<file path="config.mk">
export PLATFORM = sky130hd
export DESIGN_NAME = display_scan_ctrl_flat
export DESIGN_NICKNAME = d
export VERILOG_FILES = /design/src/rtl/display_pkg.sv /design/src/rtl/display_scan_ctrl_if.sv /design/src/rtl/display_slot_timer.sv /design/src/rtl/display_scan_ctrl.sv /design/src/flat_wrapper.sv
export SDC_FILE = /design/constraint.sdc
export NUM_CORES = 1
export LEC_CHECK = 0
export ABC_CLOCK_PERIOD_IN_PS = 4400
export CORE_MARGIN = 3
export CORE_UTILIZATION = 61
export CTS_CLUSTER_SIZE = 25
export DETAILED_ROUTE_END_ITERATION = 8
export PLACE_DENSITY_LB_ADDON = 0.1
export SLEW_MARGIN = 20
export SYNTH_ARGS = -nofsm -noshare
export SYNTH_HDL_FRONTEND = slang
export SYNTH_HIERARCHICAL = 1
export SYNTH_SLANG_ARGS = --single-unit
</file>
<file path="constraint.sdc">
create_clock -name clk_i -period 4.4 [get_ports clk_i]
set_input_delay 0.88 -clock clk_i [delete_from_list [all_inputs] [get_ports clk_i]]
set_output_delay 0.88 -clock clk_i [all_outputs]
set_load 0.1 [all_outputs]
</file>
<file path="src/rtl/display_pkg.sv">
// Shared types for the multiplexed 7-segment scan controller.
package display_pkg;

  typedef enum logic {BLANK = 1'b0, SHOW = 1'b1} scan_state_e;

  function automatic int idx_w(input int n);
    return (n > 1) ? $clog2(n) : 1;
  endfunction

endpackage

</file>
<file path="src/rtl/display_scan_ctrl_if.sv">
// Producer-side bus of the scan controller: value load, enable and digit drive outputs.
interface display_scan_ctrl_if #(parameter int DIGITS = 4);
  logic                  en_i;
  logic                  load_i;
  logic [4*DIGITS-1:0]   value_i;
  logic [3:0]            cuenta_o;
  logic [DIGITS-1:0]     digit_en_o;
  logic                  frame_o;
  logic                  pending_o;

  modport master (output en_i, load_i, value_i,
                  input  cuenta_o, digit_en_o, frame_o, pending_o);
  modport slave  (input  en_i, load_i, value_i,
                  output cuenta_o, digit_en_o, frame_o, pending_o);
endinterface

</file>
<file path="src/rtl/display_slot_timer.sv">
// Slot sequencer: counts PRESCALE cycles per digit, BLANK for the first BLANK_CYCLES, then SHOW.
module display_slot_timer
  import display_pkg::*;
#(
  parameter int PRESCALE     = 50000,
  parameter int BLANK_CYCLES = 16
) (
  input  logic clk_i,
  input  logic rst_i,
  input  logic en_i,
  output logic blank_end_o,
  output logic slot_end_o,
  output logic slot_last_o
);
  localparam int CW = idx_w(PRESCALE);
  localparam logic [CW-1:0] BLANK_LAST = CW'(BLANK_CYCLES - 1);
  localparam logic [CW-1:0] SLOT_LAST  = CW'(PRESCALE - 1);

  scan_state_e   state_q, state_d;
  logic [CW-1:0] cnt_q, cnt_d;

  always_comb begin
    state_d     = state_q;
    cnt_d       = cnt_q;
    blank_end_o = 1'b0;
    slot_end_o  = 1'b0;
    if (!en_i) begin
      state_d = BLANK;
      cnt_d   = '0;
    end else if (state_q == BLANK) begin
      cnt_d = cnt_q + CW'(1);
      if (cnt_q == BLANK_LAST) begin
        state_d     = SHOW;
        blank_end_o = 1'b1;
      end
    end else if (cnt_q == SLOT_LAST) begin
      cnt_d      = '0;
      state_d    = BLANK;
      slot_end_o = 1'b1;
    end else begin
      cnt_d = cnt_q + CW'(1);
    end
    // Lookahead so the parent can register a pulse aligned with the last slot cycle.
    slot_last_o = (state_d == SHOW) && (cnt_d == SLOT_LAST);
  end

  always_ff @(posedge clk_i or posedge rst_i) begin
    if (rst_i) begin
      state_q <= BLANK;
      cnt_q   <= '0;
    end else begin
      state_q <= state_d;
      cnt_q   <= cnt_d;
    end
  end

endmodule

</file>
<file path="src/rtl/display_scan_ctrl.sv">
// Double-buffered hex digit scanner driving a shared decoder; optional leading-zero
// blanking with DISPLAY_LZ_BLANK_EN.
module display_scan_ctrl
  import display_pkg::*;
#(
  parameter int DIGITS        = 4,
  parameter int PRESCALE      = 50000,
  parameter int BLANK_CYCLES  = 16,
  parameter bit EN_ACTIVE_LOW = 1'b0
) (
  input logic                clk_i,
  input logic                rst_i,
  display_scan_ctrl_if.slave bus
);
  localparam int IW = idx_w(DIGITS);
  localparam logic [IW-1:0]     IDX_LAST = IW'(DIGITS - 1);
  localparam logic [DIGITS-1:0] EN_OFF   = EN_ACTIVE_LOW ? '1 : '0;

  typedef logic [DIGITS-1:0][3:0] hex_t;

  hex_t              val, p_q, p_d, s_q, s_d;
  logic              f_q, f_d, frame_q, frame_d;
  logic [IW-1:0]     idx_q, idx_d;
  logic [3:0]        cuenta_q, cuenta_d;
  logic [DIGITS-1:0] den_q, den_d, show_mask;
  logic              blank_end, slot_end, slot_last, boundary, xfer;

  assign val = bus.value_i;

  display_slot_timer #(
    .PRESCALE    (PRESCALE),
    .BLANK_CYCLES(BLANK_CYCLES)
  ) u_timer (
    .clk_i      (clk_i),
    .rst_i      (rst_i),
    .en_i       (bus.en_i),
    .blank_end_o(blank_end),
    .slot_end_o (slot_end),
    .slot_last_o(slot_last)
  );

`ifdef DISPLAY_LZ_BLANK_EN
  always_comb begin
    logic acc;
    acc       = 1'b0;
    show_mask = '0;
    for (int k = DIGITS - 1; k >= 0; k--) begin
      acc          = acc | (|s_d[k]);
      show_mask[k] = acc;
    end
    show_mask[0] = 1'b1;
  end
`else
  assign show_mask = '1;
`endif

  always_comb begin
    boundary = slot_end && (idx_q == IDX_LAST);
    // Transfer reads P before any same-cycle load, so a boundary load waits a frame.
    xfer     = f_q && (boundary || !bus.en_i);
    p_d      = bus.load_i ? val : p_q;
    s_d      = xfer ? p_q : s_q;
    f_d      = bus.load_i | (f_q & ~xfer);
    idx_d    = idx_q;
    cuenta_d = cuenta_q;
    den_d    = den_q;
    if (!bus.en_i) begin
      idx_d    = '0;
      cuenta_d = s_d[0];
      den_d    = EN_OFF;
    end else if (slot_end) begin
      idx_d    = boundary ? '0 : idx_q + IW'(1);
      cuenta_d = s_d[idx_d];
      den_d    = EN_OFF;
    end else if (blank_end) begin
      den_d = ((DIGITS'(1) << idx_q) & show_mask) ^ EN_OFF;
    end
    frame_d = slot_last && (idx_d == IDX_LAST);
  end

  always_ff @(posedge clk_i or posedge rst_i) begin
    if (rst_i) begin
      p_q      <= '0;
      s_q      <= '0;
      f_q      <= 1'b0;
      idx_q    <= '0;
      cuenta_q <= '0;
      den_q    <= EN_OFF;
      frame_q  <= 1'b0;
    end else begin
      p_q      <= p_d;
      s_q      <= s_d;
      f_q      <= f_d;
      idx_q    <= idx_d;
      cuenta_q <= cuenta_d;
      den_q    <= den_d;
      frame_q  <= frame_d;
    end
  end

  assign bus.cuenta_o   = cuenta_q;
  assign bus.digit_en_o = den_q;
  assign bus.frame_o    = frame_q;
  assign bus.pending_o  = f_q;

endmodule

</file>
<file path="src/flat_wrapper.sv">
// flat-port wrapper written by rule: the top's interface ports become plain ports
module display_scan_ctrl_flat import display_pkg::*;
#(
  parameter int DIGITS        = 4,
  parameter int PRESCALE      = 50000,
  parameter int BLANK_CYCLES  = 16,
  parameter bit EN_ACTIVE_LOW = 1'b0
)
  (clk_i, rst_i, bus_en_i, bus_load_i, bus_value_i, bus_cuenta_o, bus_digit_en_o, bus_frame_o, bus_pending_o);
  display_scan_ctrl_if #(.DIGITS(DIGITS)) bus_i ();
  input logic clk_i;
  input logic rst_i;
  input wire logic [$bits(bus_i.en_i)-1:0] bus_en_i;
  input wire logic [$bits(bus_i.load_i)-1:0] bus_load_i;
  input wire logic [$bits(bus_i.value_i)-1:0] bus_value_i;
  output wire logic [$bits(bus_i.cuenta_o)-1:0] bus_cuenta_o;
  output wire logic [$bits(bus_i.digit_en_o)-1:0] bus_digit_en_o;
  output wire logic [$bits(bus_i.frame_o)-1:0] bus_frame_o;
  output wire logic [$bits(bus_i.pending_o)-1:0] bus_pending_o;
  assign bus_i.en_i = bus_en_i;
  assign bus_i.load_i = bus_load_i;
  assign bus_i.value_i = bus_value_i;
  assign bus_cuenta_o = bus_i.cuenta_o;
  assign bus_digit_en_o = bus_i.digit_en_o;
  assign bus_frame_o = bus_i.frame_o;
  assign bus_pending_o = bus_i.pending_o;
  display_scan_ctrl #(.DIGITS(DIGITS), .PRESCALE(PRESCALE), .BLANK_CYCLES(BLANK_CYCLES), .EN_ACTIVE_LOW(EN_ACTIVE_LOW)) u_core (.clk_i(clk_i), .rst_i(rst_i), .bus(bus_i));
endmodule
</file>
Word-level counts from Yosys, hierarchy flattened
Index checks and enable logic that the tools add are counted.
{"block": "word_totals", "register_bits": 61, "wordCells": 58}
{"block": "op_classes", "n_reduce_logical": 6, "eq_ne": 7, "bitwise": 3, "n_mux": 23, "n_lt_le_gt_ge": 1, "shift": 1, "n_addsub": 2}
{"op": "16-bit 2-to-1 mux", "count": 4}
{"op": "16-bit equality test, second input constant", "count": 2}
{"op": "4-bit 2-to-1 mux", "count": 6}
{"op": "16-bit by 1-bit adder with 16-bit output, second input constant", "count": 1}
{"op": "16-bit by 4-bit equality test with 1-bit output, second input constant", "count": 1}
{"op": "1-bit 2-to-1 mux", "count": 9}
{"op": "4-bit binary-select mux with 2-bit select", "count": 1}
{"op": "2-bit 2-to-1 mux", "count": 3}
{"op": "2-bit equality test, second input constant", "count": 2}
{"op": "1-bit logical AND", "count": 4}
{"op": "1-bit by 2-bit left shift with 4-bit output, first input constant", "count": 1}
{"op": "2-bit by 3-bit less-than comparator with 1-bit output, second input constant", "count": 1}
{"op": "3-bit by 1-bit inequality test with 1-bit output, second input constant", "count": 1}
{"op": "2-bit by 1-bit adder with 2-bit output, second input constant", "count": 1}
{"op": "2-bit by 1-bit inequality test with 1-bit output, second input constant", "count": 1}
{"op": "1-bit bitwise AND", "count": 1}
{"op": "1-bit zero test", "count": 1}
{"op": "1-bit logical OR", "count": 1}
{"op": "1-bit NOT", "count": 1}
{"op": "1-bit bitwise OR", "count": 1}

Depth between registers and ports, before layout
Gate-level depths: netlist of run 1.
{"block": "logic_depth", "word_depth": 12, "depth_mapped": 11, "ltp_nobuf": 10}

By module
Netlist of run 1, hierarchy kept.
{"module": "display_scan_ctrl", "n_inst": 1, "cells_each": 173, "seq_area_each_um2": 1101.1, "area_per_inst_um2": 2018.2}
{"module": "display_slot_timer", "n_inst": 1, "cells_each": 114, "seq_area_each_um2": 425.4, "area_per_inst_um2": 1016.0}

Worst setup path before layout of run 1
OpenSTA, ideal clock, no wires.
{"block": "synth_path", "path_kind": "reg2reg", "startpoint": "reg u_core.u_timer.cnt_q[7]", "endpoint": "reg u_core.cuenta_q[1], in the netlist u_core/bus.cuenta_o[1]", "synth_period_minus_slack_ns": 2.664, "setup_time_ns": 0.124, "slack_ns": 1.736, "t_required_ns": 4.276, "arrival_time_ns": 2.541, "path_stages_with_launch": 11, "cell_sequence": "dfrtp_1 -> or4_1 -> nor3_1 -> nand2_1 -> nor2_1 -> a21bo_4 -> nand2_4 -> buf_6 -> mux2_4 -> a211oi_2 -> o2bb2ai_1"}
{"item": "from (decl)", "line_no": "display_slot_timer.sv:20", "source": "logic [CW-1:0] cnt_q, cnt_d;"}
{"item": "from (signal assigned)", "line_no": "display_slot_timer.sv:53", "source": "cnt_q <= cnt_d;"}
{"item": "to (signal assigned)", "line_no": "display_scan_ctrl.sv:95", "source": "cuenta_q <= cuenta_d;"}
{"item": "to (decl)", "line_no": "display_scan_ctrl.sv:24", "source": "logic [3:0] cuenta_q, cuenta_d;"}

Worst setup path in the final report of run 1
{"block": "layout_path", "startpoint": "reg u_core.f_q, in the netlist u_core/bus.pending_o", "endpoint": "out bus_pending_o"}
{"item": "from (decl)", "line_no": "display_scan_ctrl.sv:22", "source": "logic f_q, f_d, frame_q, frame_d;"}
{"item": "from (signal assigned)", "line_no": "display_scan_ctrl.sv:85", "source": "f_q <= 1'b0;"}
{"item": "from (signal assigned)", "line_no": "display_scan_ctrl.sv:93", "source": "f_q <= f_d;"}
{"item": "to (decl)", "line_no": "flat_wrapper.sv:19", "source": "output wire logic [$bits(bus_i.pending_o)-1:0] bus_pending_o;"}
No word-level cell between the ends.

==> impl_metrics.env, run 1 <==
export IMPL_status="finished, final reports clean"
export IMPL_synth_area_leaders="dfrtp_1, nand2_1, mux2i_1"
export IMPL_post_dp_cell_area_sq_um=3370
export IMPL_setup_viol=0
export IMPL_synthMuxAreaShare=0.120
export IMPL_die_x_microns=76.5
export IMPL_ys_warn_count=6
export IMPL_synth_compound_area_frac=0.110
export IMPL_dp_slack_ns=1.18
export IMPL_finalHoldViolCount=0
export IMPL_grt_overflow=0
export IMPL_final_util=0.742
export IMPL_cts_buffers=9
export IMPL_rsz0062_at_grt="no"
export IMPL_viasPerCell=5.65
export IMPL_worstHoldPathType="reg2reg"
export IMPL_globalplace_congestion=0.878
export IMPL_insertion_delay_ns=0.34
export IMPL_initialDrtViolationCount=203
export IMPL_cts_path_max_buffers=2
export IMPL_cts_clk_slew_worst_paths_ns=0.06
export IMPL_cts_tree="done"
export IMPL_slowest_delay_ns=1.20
export IMPL_p_leak_nw=1.54
export IMPL_drc_errors=0
export IMPL_cts_sinks=61
export IMPL_ys_ff_latch=61
export IMPL_grt_use_total=0.226
export IMPL_dp_cells=375
export IMPL_layout_drive_gt1_share=0.118
export IMPL_max_slew_margin_rel=0.270
export IMPL_ctsHoldBuffers=0
export IMPL_critPathSlowestCell="clkdlybuf4s50_1"
export IMPL_final_period_utilization=0.676
export IMPL_worstMarginPinSlew_ns=1.09
export IMPL_period_minus_slack_ns=2.97
export IMPL_syn_cell_area_sq_um=3030
export IMPL_yosysSeqAreaShare=0.503
export IMPL_crit_family="buffers and inverters"
export IMPL_dp_hpwl_mm=4.23
export IMPL_worst_path_max_fanout=9
export IMPL_synth_top_area_cell="dfrtp_1"
export IMPL_setup_ws_ns=1.43
export IMPL_critPathBufInv=1
export IMPL_antenna_left=0
export IMPL_core_area_sq_um=4750
export IMPL_io_pins=30
export IMPL_die_h_microns=76.5
export IMPL_synth_top_area_share=0.503
export IMPL_syn_inst=287
export IMPL_synth_fa_ha_area_frac=0.0206
export IMPL_final_cells=390
export IMPL_final_max_slew_viol_count=0
export IMPL_h_tree_depth=3
export IMPL_design_die_area_sq_um=5860
export IMPL_dr_pass1_iters=5
export IMPL_max_cap_viol_count=0
export IMPL_synth_edff_count=0
export IMPL_critical_path_class="reg2out"
export IMPL_rows=25
export IMPL_vdd_drop_max_uv=315
export IMPL_ctsResizeCount=0
export IMPL_start_util=0.638
export IMPL_worstPathArrival_ns=2.09
export IMPL_cts_root_buffer="clkbuf_8"
export IMPL_num_antenna_cells=0
export IMPL_synth_top_family_by_area="simple AND/OR/NAND/NOR gates"
export IMPL_power_density_nw_per_um2=352
export IMPL_crit_chain="clkdlybuf4s50_1"
export IMPL_fmax_mhz=336
export IMPL_synth_avg_cell_area_sq_um=10.6
export IMPL_synthArstFlopShare=1.00
export IMPL_synthSimpleGateAreaFrac=0.177
export IMPL_critPathLaunchType="register"
export IMPL_tns_ns=0
export IMPL_fin_nets=344
export IMPL_synth_xor_area_frac=0.0375
export IMPL_syn_to_final_growth_pct=16.3
export IMPL_vias=2205
export IMPL_io_buffers=29
export IMPL_synth_fp_nets=312
export IMPL_wirelength_mm=5.88
export IMPL_cp_end_kind="output pin"
export IMPL_synth_cell_types=51
export IMPL_ys_dominant_reg_cell="dfrtp_1"
export IMPL_postCtsSetupBuffers=0
export IMPL_grt_max_degree=45
export IMPL_grt_pass1_wl_mm=10.4
export IMPL_antenna_found_initial=0
export IMPL_wl_per_cell_microns=15.1
export IMPL_skew_ns=0.00816
export IMPL_required_ns=3.52
export IMPL_r2r_slack_ns=1.51
export IMPL_grt_pass1_vias=2183
export IMPL_fin_area_sq_um=3530
[tightest hold or removal path, stage by stage, from the launching register on]
cell and delay [ns]:
dfrtp_1 0.34, nand2_1 0.05, nand2_1 0.06
[per-layer routing]
| layer | GRT usage | part of all wire | vias to the layer above |
|---|---|---|---|
| met4 | 0.103 | 0.014 | 0 |
| met5 | 0 | 0 | - |
| met2 | 0.342 | 0.45 | 46 |
| li1 | - | - | 1085 |
| met1 | 0.315 | 0.49 | 1068 |
| met3 | 0.0485 | 0.044 | 6 |
[kinds of logic after synthesis]
kind of cell	after synthesis
simple gates	107
buf+inv	22
flops	61
compound gates	46
xor+xnor	13
fa+ha+maj	5
mux	33
[report_power, final]
group | leakage [nW] | internal (mW) | total (mW) | switching, mW
Combinational | 0.680 | 0.0724 | 0.191 | 0.119
Clock | 0.0833 | 0.215 | 0.411 | 0.196
Sequential | 0.776 | 0.609 | 0.640 | 0.0303
Total | 1.54 | 0.897 | 1.24 | 0.345
[cell usage after synthesis (2+ instances only)]
cell type,instances
dfrtp_1,61
nand2_1,40
nor2_1,26
mux2i_1,13
inv_1,12
o21ai_0,12
mux2_1,9
mux2_2,9
xnor2_1,9
nand3_1,8
ha_1,5
or3_1,5
a221oi_1,4
a31oi_1,4
buf_2,4
nor4_1,4
o21ai_1,4
o2bb2ai_1,4
or4_1,4
xor2_1,4
a21oi_1,3
and3_1,3
clkbuf_1,3
nand2b_1,3
nor3_1,3
a211oi_1,2
a211oi_2,2
a21oi_2,2
mux2_4,2
o31ai_1,2
[final timing paths]
kind / cells after the start / startpoint / end
setup / recovery: 1 / u_core/bus.pending_o / bus_pending_o
hold / removal: 2 / u_core/s_q[7] / u_core/s_q[7]
setup reg to reg: 10 / u_core/u_timer/cnt_q[7] / u_core/bus.cuenta_o[3]
hold reg to reg: 2 / u_core/s_q[7] / u_core/s_q[7]
max in group asynchronous: 3 / rst_i / u_core/idx_q[1]
min in group asynchronous: 2 / rst_i / u_core/u_timer/cnt_q[3]
[state kept, by name, summed over array words and instances, names as in the netlist]
name and count:
u_core/bus.digit_en_o 4, u_core/idx_q 2, u_core/p_q 16, u_core/bus.pending_o 1, u_core/u_timer/cnt_q 16, u_core/bus.frame_o 1, u_core/u_timer/state_q 1, u_core/s_q 16
u_core/bus.cuenta_o 4
[cell type report]
class                   instances  area (sq um)
clock buffers                  13           149
clock inverters                 2          10.0
fillers                       351          1230
inverters                      12          45.0
multi-input cells             204          1410
flip-flops and latches         61          1530
well taps                      67          83.8
repair buffers                 31           305
[through the flow]
stage                     hold slack (ns)  power [mW]
after floorplan                     0.445       0.781
after global placement              0.457       0.836
after detailed placement            0.463       0.841
after CTS                           0.478        1.26
after global routing                0.509        1.30
final                               0.475        1.24
[cell usage in the layout (no fill, tap or decap), types with 4 or more instances in the layout]
master	count
a31oi_1	4
clkdlybuf4s50_1	29
clkbuf_8	10
o2bb2ai_1	4
inv_1	11
xor2_1	4
dfrtp_1	61
a221oi_1	4
o21ai_1	4
or4_1	4
nand2_1	40
o21ai_0	12
ha_1	5
mux2_1	9
mux2i_1	13
nand3_1	8
nor4_1	4
mux2_2	9
nor2_1	26
xnor2_1	9
or3_1	5
No activity file was read; power rests on OpenSTA's default activity.
==> run 2, diff against run 1 <==
- ABC_CLOCK_PERIOD_IN_PS: 4400 -> 3000
- CORE_UTILIZATION: 61 -> 57
- clock period: 4.4 -> 3 ns (I/O delays scaled with it)
==> impl_metrics.env, run 2 (synthesis gave the netlist of run 1 again) <==
export IMPL_start_util=0.614
export IMPL_postCtsSetupBuffers=0
export IMPL_status="finished, final reports clean"
export IMPL_crit_chain="ha_1, nand3_1, nor3_1, nand2_1, nor2_1, a21bo_4, nand2_4, mux2_1, a211oi_1, o2bb2ai_1"
export IMPL_critPathLaunchType="register"
export IMPL_antenna_left=0
export IMPL_wirelength_mm=6.23
export IMPL_critPathBufInv=0
export IMPL_rows=25
export IMPL_power_density_nw_per_um2=520
export IMPL_vias=2259
export IMPL_cts_sinks=61
export IMPL_cp_end_kind="register"
export IMPL_worst_path_max_fanout=12
export IMPL_grt_pass1_vias=2165
export IMPL_cts_path_max_buffers=2
export IMPL_required_ns=3.21
export IMPL_finalHoldViolCount=0
export IMPL_viasPerCell=5.73
export IMPL_fin_nets=348
export IMPL_die_h_microns=79.0
export IMPL_skew_ns=0.0130
export IMPL_p_leak_nw=1.58
export IMPL_grt_max_degree=34
export IMPL_syn_to_final_growth_pct=16.7
export IMPL_cts_root_buffer="clkbuf_8"
export IMPL_grt_overflow=0
export IMPL_design_die_area_sq_um=6230
export IMPL_h_tree_depth=3
export IMPL_clockPowerShare=0.336
export IMPL_wl_per_cell_microns=15.8
export IMPL_final_util=0.716
export IMPL_layout_common_cells="dfrtp_1, nand2_1, nor2_1, clkdlybuf4s50_1, buf_4"
export IMPL_io_pins=30
export IMPL_max_slew_margin_rel=0.473
export IMPL_reg_top3="u_core/p_q: 16 flops, u_core/s_q: 16 flops, u_core/u_timer/cnt_q: 16 flops"
export IMPL_antenna_found_initial=0
export IMPL_switchingPower_mw=0.531
export IMPL_ctsHoldBuffers=0
export IMPL_setup_viol=0
export IMPL_layout_drive_gt1_share=0.171
export IMPL_drc_errors=0
export IMPL_grt_use_total=0.222
export IMPL_cts_clk_slew_worst_paths_ns=0.06
export IMPL_sw_frac_of_total=0.288
export IMPL_dr_pass1_iters=4
export IMPL_globalplace_congestion=0.859
export IMPL_worstPathArrival_ns=2.97
export IMPL_cts_buffers=9
export IMPL_final_period_utilization=0.920
export IMPL_fmax_mhz=362
export IMPL_critical_path_class="reg2reg"
export IMPL_rsz0062_at_grt="no"
export IMPL_crit_family="simple AND/OR/NAND/NOR gates"
export IMPL_final_common_cell="dfrtp_1"
export IMPL_max_cap_viol_count=0
export IMPL_worstMarginPinSlew_ns=0.788
export IMPL_insertion_delay_ns=0.34
export IMPL_worstHoldPathType="reg2reg"
export IMPL_grt_pass1_wl_mm=10.8
export IMPL_dp_hpwl_mm=4.45
export IMPL_fin_hold_ws_ns=0.485
export IMPL_initialDrtViolationCount=150
export IMPL_vdd_drop_max_uv=461
export IMPL_io_buffers=29
export IMPL_tns_ns=0
export IMPL_final_max_slew_viol_count=0
export IMPL_p_comb_frac=0.154
export IMPL_power_share_sequential=0.510
export IMPL_die_x_microns=79.0
export IMPL_core_area_sq_um=4940
export IMPL_period_minus_slack_ns=2.76
export IMPL_fill_cells=394
export IMPL_num_antenna_cells=0
export IMPL_cts_tree="done"
export IMPL_intPower_mw=1.31
export IMPL_critPathSlowestCell="dfrtp_1"
export IMPL_ctsResizeCount=0
export IMPL_slowest_delay_ns=0.42
-- run 2: changes by cell type in the layout (fill, tap and decap cells not counted), sizes merged --
cell,change
clkinvlp,+1
clkinv,+2
clkbuf,-3
clkdlybuf4s50,-10
buf,+14
-- run 2: power by group through the flow --
stage	Clock, mW	Sequential (mW)	Combinational, mW
2_1_floorplan	0	1.01	0.139
3_3_place_gp	0	0.951	0.278
3_5_place_dp	0	0.952	0.284
4_1_cts	0.633	0.939	0.286
5_1_grt	0.669	0.947	0.307
6_report	0.618	0.939	0.284
-- run 2: worst reg2reg max path, delay by kind of cell, from the launching register on --
| family | cells | cell delay [ns] |
|---|---|---|
| compound gates | 3 | 0.55 |
| fa+ha+maj | 1 | 0.36 |
| flops | 1 | 0.42 |
| mux | 1 | 0.39 |
| simple gates | 5 | 0.92 |
-- run 2: area by class of cell --
class | count | area [sq um] | share of cell area
multi-input combinational | 204 | 1410 | 0.398
timing repair buffer | 35 | 310 | 0.0876
clock buffer | 10 | 138 | 0.0389
inverter | 12 | 46.3 | 0.0131
clock inverter | 5 | 27.5 | 0.00777
sequential | 61 | 1530 | 0.431
tap | 67 | 83.8 | 0.0237
-- run 2: path summary, 6_finish.rpt --
check	start	to	slack, ns	cells after the start
worst max-delay path	u_core/u_timer/cnt_q[0]	u_core/bus.cuenta_o[0]	0.24	10
worst min-delay path	u_core/s_q[15]	u_core/s_q[15]	0.49	2
worst max register to register	u_core/u_timer/cnt_q[0]	u_core/bus.cuenta_o[0]	0.24	10
worst min register to register	u_core/s_q[15]	u_core/s_q[15]	0.49	2
max in group asynchronous	rst_i	u_core/bus.frame_o	1.78	3
min in group asynchronous	rst_i	u_core/s_q[4]	0.65	2
-- run 2: layer usage --
layer,part of all wire,track usage
met5,0,0
met4,0.013,0.0876
met3,0.057,0.0397
met2,0.43,0.311
met1,0.50,0.338
-- run 2: stage by stage --
step                      std cells  worst slack, ns  power, mW  cell area, sq um
after floorplan                 287            0.336       1.15              3030
after global placement          379            0.236       1.23              3370
after detailed placement        379            0.216       1.24              3380
after CTS                       394            0.259       1.86              3540
after global routing            394           0.0314       1.92              3540
final                           394            0.239       1.84              3540
==> run 3, diff against run 2 <==
- CAP_MARGIN: unset -> 10
==> results of run 3 <==
Final layout, timing and power as in run 2 (identical DEF).
